[src/rtl/mem_responder.sv]
// mem_responder: MAR/MBR/RAM responder to control-unit strobes with configurable wait states,
//   reporting busy, a one-cycle done pulse and a sticky protocol-error flag.
module mem_responder #(
   parameter int ADDR_W      = 8,
   parameter int DATA_W      = 8,
   parameter int DEPTH       = 256,
   parameter int WAIT_STATES = 0
) (
   input  logic              mem_clk,
   input  logic              mem_rst_n,
   input  logic              MAR_we,
   input  logic              MAR_mux,
   input  logic [ADDR_W-1:0] pc_in,
   input  logic [ADDR_W-1:0] addr_in,
   input  logic              MBR_we,
   input  logic              MBR_mux,
   input  logic [DATA_W-1:0] acc_in,
   input  logic              RAM_we,
   output logic [ADDR_W-1:0] mar_out,
   output logic [DATA_W-1:0] mbr_out,
   output logic              mem_busy,
   output logic              mem_done,
   output logic              mem_err
);
   typedef enum logic [1:0] {IDLE, RD_WAIT, WR_WAIT} state_t;
   localparam logic [3:0] W = 4'(WAIT_STATES);
   localparam bit NO_WAIT = WAIT_STATES == 0;
   state_t state, state_next;
   logic [3:0] cnt, cnt_next;
   logic [ADDR_W-1:0] addr_l, ram_addr;
   logic [DATA_W-1:0] data_l, mbr_next;
   logic [DATA_W-1:0] ram [DEPTH];
   logic idle, req_rd, req_wr, req_ld, commit, ram_we, done_next, err_next;
   assign mem_busy = state != IDLE;
   always_comb begin
      idle       = state == IDLE;
      req_wr     = idle & RAM_we;
      req_rd     = idle & MBR_we & ~MBR_mux & ~RAM_we;
      req_ld     = idle & MBR_we & MBR_mux & ~RAM_we;
      commit     = !idle && cnt == 4'd1;
      state_next = state;
      cnt_next   = cnt;
      if (!idle) begin
         cnt_next   = cnt - 4'd1;
         state_next = commit ? IDLE : state;
      end else if (!NO_WAIT && (req_rd || req_wr)) begin
         cnt_next   = W;
         state_next = req_wr ? WR_WAIT : RD_WAIT;
      end
      // the write-pending path is gated by reset so an aborted access can never land in RAM
      ram_we    = mem_rst_n & ((req_wr & NO_WAIT) | (commit & state == WR_WAIT));
      ram_addr  = NO_WAIT ? mar_out : addr_l;
      mbr_next  = req_ld ? acc_in :
                  (req_rd & NO_WAIT) ? ram[mar_out] :
                  (commit & state == RD_WAIT) ? ram[addr_l] : mbr_out;
      done_next = req_ld | (NO_WAIT & (req_rd | req_wr)) | commit;
      err_next  = mem_err | (idle & MBR_we & RAM_we) | (~idle & (MAR_we | MBR_we | RAM_we));
   end
   always_ff @(posedge mem_clk)
      if (ram_we) ram[ram_addr] <= NO_WAIT ? mbr_out : data_l;
   always_ff @(posedge mem_clk or negedge mem_rst_n)
      if (!mem_rst_n) begin
         state    <= IDLE;
         cnt      <= '0;
         mar_out  <= '0;
         mbr_out  <= '0;
         addr_l   <= '0;
         data_l   <= '0;
         mem_done <= 1'b0;
         mem_err  <= 1'b0;
      end else begin
         state    <= state_next;
         cnt      <= cnt_next;
         mbr_out  <= mbr_next;
         mem_done <= done_next;
         mem_err  <= err_next;
         if (idle && MAR_we) mar_out <= MAR_mux ? addr_in : pc_in;
         if (idle) begin
            addr_l <= mar_out;
            data_l <= mbr_out;
         end
      end
endmodule

[config.mk]
export PLATFORM = sky130hd
export DESIGN_NAME = mem_responder
export DESIGN_NICKNAME = d
export VERILOG_FILES = /design/src/rtl/mem_responder.sv
export SDC_FILE = /design/constraint.sdc
export NUM_CORES = 2
export LEC_CHECK = 0
export CAP_MARGIN = 10
export CELL_PAD_IN_SITES_DETAIL_PLACEMENT = 2
export CELL_PAD_IN_SITES_GLOBAL_PLACEMENT = 2
export CORE_MARGIN = 4
export CORE_UTILIZATION = 35
export CTS_CLUSTER_SIZE = 12
export DETAILED_ROUTE_END_ITERATION = 16
export PLACE_DENSITY_LB_ADDON = 0.3
export REMOVE_ABC_BUFFERS = 1
export SLEW_MARGIN = 25
export SYNTH_ARGS = -nofsm -noshare
export SYNTH_HDL_FRONTEND = slang
export SYNTH_SLANG_ARGS = --single-unit
[constraint.sdc]
create_clock -name mem_clk -period 5.5 [get_ports mem_clk]
set_clock_uncertainty 0.1 [all_clocks]
set_input_delay 1.1 -clock mem_clk [delete_from_list [all_inputs] [get_ports mem_clk]]
set_output_delay 1.1 -clock mem_clk [all_outputs]
set_load 0.05 [all_outputs]
==> metrics.md <==
| Metric | Value |
|---|---|
| Later-pin clock latency in the skew report | `0.87 ns` |
| Max Clk Rate | `210.1 MHz` |
| Via count | `41440` |
| Number of port buffers | `48` |
| Final Cell Area | `0.09204 sq mm` |
| Sw frac | `0.2662` |
| Pint | `27.78 mW` |
| FP Rows | `175` |
| Synth area leader | `edfxtp_1` |
| # fillers | `21140` |
| Starting density of the core | `0.3525` |
| Max Fanout on Critical Path | `49` |
| Reg clk slew, reported paths | `0.06 ns` |
| Ports | `50` |
| Layout cell share with drive strength beyond 1 | `0.2408` |
| Post_cts resized | `0` |
| Longest Clk Path Bufs | `3` |
| Clock Sinks | `2066` |
| Main synth FF type | `edfxtp_1` |
| Async SR Flop Fraction | `0.008712` |
| Core Region | `0.2279 sq mm` |
| WL per Instance | `35.49 microns` |
| Die width | `487.1 microns` |
| Placement Cell Area | `0.08537 sq mm` |
| Reg area | `0.06200 sq mm` |
| Post-synthesis mux area share | `0.1568` |
| Largest net degree at the start of global routing | `221` |
| Synth Area in Adders | `0` |
| Outcome | `finished clean` |
| LEAKAGE | `28.48 nW` |
| Most instantiated cells after synthesis | `edfxtp_1, mux4_2, nor2_1` |
| VDD IR-drop max | `0.2976 mV` |
| Worst setup path class | `register to output pin` |
| P_sw | `10.08 mW` |
| GPL Wtd Cong | `0.8104` |
| Number of routed nets with antenna violations | `0` |
| Tcrit/Tclk final | `0.8656` |
| Area grow syn2layout | `14.57%` |
| CTS buffer count | `215` |
| Post-CTS Setup Bufs | `0` |
| Relative slew slack | `0.2168` |
| Die ar. | `0.2373 sq mm` |
| Mapped Avg Cell Area | `21.00 sq um` |
| Routed wire length | `257600 microns` |
| Worst hold start | `mem_err` |
| Hold_ws | `0.4010 ns` |
| Clk pwr share | `0.366` |
| Xor/xnor share of the synthesized area | `0` |
| Seq pwr share | `0.506` |
| Hold Vio Cnt, Final | `0` |
| Post-synth design cell area | `0.08034 sq mm` |
| Synth Area in Simple Gates | `0.02889` |
| Post-synthesis compound-gate area fraction | `0.02744` |
| Nets@finish | `4111` |
| First-pass GRT wire length | `363300 microns` |
| CP startpoint | `mar_out[0]` |
| Drt pass-1 iters | `5` |
| Initial antenna violation count | `12` |
| Area share of the largest cell type after synthesis | `0.7655` |
| Largest family of logic cells by synthesized area | `multiplexers` |
| Total grt overflow | `0` |
| Die Height | `487.1 microns` |
| Setup TNS | `0 ns` |
| Htree depth | `4` |
| Combinational power share | `0.128` |
| HPWL Detailed | `162400 microns` |
| Gr usage total | `0.2164` |
| Top-count cell post-synth | `edfxtp_1` |
| Yosys reg bits | `2066` |
| Finish-stage setup viols | `0` |
| Final Slew Violations | `0` |
| Post-synthesis sequential area ratio | `0.7711` |
| CTS tree | `done` |
| Post-synth EDFFs | `2048` |
| Unique masters post-synth | `52` |
| CP required | `4.30 ns` |
| Synth Instances | `3825` |
| First-iteration detailed-routing DRC count | `4616` |
| Reg2reg start | `mar_out[1]` |
| Ys Warns | `0` |
| RSZ-0062 raised after global routing | `false` |
| Worst endpoint data arrival time | `3.56 ns` |
| Residual DRC | `0` |
| Setup crit end kind | `output pin` |
| Top area cells in the synthesized netlist | `edfxtp_1, mux4_2, mux2i_1` |
| Footprint of the multi-input gates | `0.01718 sq mm` |
| Pwr per Cell Area | `411.3 mW/mm^2` |
| Vias/cell | `5.710` |
| Worst hold path class | `register to register` |
| Max cap viols | `0` |
| Worst slew pin tran | `1.164 ns` |
| Hold Buf Count CTS | `0` |
| Crit start category | `register` |
| Tmin final | `4.761 ns` |
| CTS Root Cell | `clkbuf_16` |
| Vias in the first global route | `44270` |
[sequential cells by signal (all words and copies together) (netlist names)]
signal / flops
mbr_out: 8
mar_out: 8
ram: 2048
mem_err: 1
mem_done: 1
[layout by cell type (no fill, tap or decap), types with 5 or more instances in the layout]
master           netlist  layout
a211oi_1              11      11
nor2_1               262     252
o22ai_1               31      31
a31oi_1               14      14
nor4_1                 7       7
o211ai_1              12      12
dfrtp_4                0      12
and2_1                 7       7
dfrtp_1               18       5
nand4_1                7       7
or2_2                  5       5
bufinv_16              0       8
nor2_2                 0       9
clkdlybuf4s50_1        0      47
buf_12                 1      19
a32oi_1                5       5
a21oi_1               67      67
a22oi_1               75      75
a221oi_1              35      35
nand2b_1               6       6
mux4_1                 8       8
a41oi_1                6       6
clkbuf_16              0     220
mux2i_1              142     142
mux2_2                10      10
edfxtp_1            2048    2048
nor2b_1               14      10
or3_1                  5       5
nor3_1                58      58
a2111oi_0              6       5
clkinv_2               0      25
buf_4                 20     203
a311oi_1               9       9
nand3_1               48      48
o21ai_0               40      40
nand2_1              117     117
clkbuf_1              98      63
clkinv_1               0      55
mux4_2               482     482
inv_1                 11       8
[layout make-up]
cell class / count / share of cell area
Multi-Input combinational cell: 1510 / 0.1866
Inverter: 12 / 0.0005166
Antenna cell: 1 / 0.00002719
Timing Repair Buffer: 275 / 0.02700
Clock buffer: 285 / 0.06268
Sequential cell: 2066 / 0.6736
Tap cell: 3009 / 0.04090
Clock inverter: 100 / 0.008700
[power groups by stage]
stage	Clock (mW)	Sequential [mW]	Combinational, mW
floorplan	0	20.7	2.61
global placement	0	19.5	4.66
detailed placement	0	19.5	4.86
CTS	14.2	19.2	4.87
global route	14.8	19.2	5.09
finish	13.9	19.1	4.85
[cells by family after synthesis]
logic type / Yosys count
AO/OA/AOI/OAI: 324
AND/OR/NAND/NOR: 543
flip-flops: 2066
other: 1
multiplexers: 642
buffers and inverters: 249
[stage by stage]
step,setup WS (ns),std cells,util,total power [mW]
after global routing,0.5689,7258,0.4038,39.07
after CTS,0.5973,7254,0.4034,38.19
after floorplan,-14.89,3588,-,23.27
final,0.7394,7258,0.4038,37.85
after global placement,1.025,6869,0.3745,24.13
after detailed placement,0.8806,6869,0.3745,24.37
[critical path: stages (launching register included)]
cell,delay [ns]
dfrtp_4,0.75
buf_12,0.43
buf_4,0.47
clkdlybuf4s50_1,0.95
[path summary, 6_finish.rpt]
path	depth (start not counted)	slack, ns	to
setup / recovery	3	0.74	mar_out[0]
hold / removal	1	0.40	mem_err
setup reg to reg	9	1.20	mbr_out[5]
hold reg to reg	1	0.40	mem_err
max in group asynchronous	2	4.02	mbr_out[5]
min in group asynchronous	2	0.85	mar_out[2]
[per-layer routing]
| layer | track usage | up-vias | wire, microns |
|---|---|---|---|
| met3 | 0.03686 | 387 | 16320 |
| met4 | 0.08141 | 0 | 10680 |
| li1 | - | 16490 | - |
| met5 | 0 | - | 0 |
| met1 | 0.2958 | 22910 | 106800 |
| met2 | 0.3483 | 1656 | 123800 |
No activity file was read; power rests on OpenSTA's default activity.
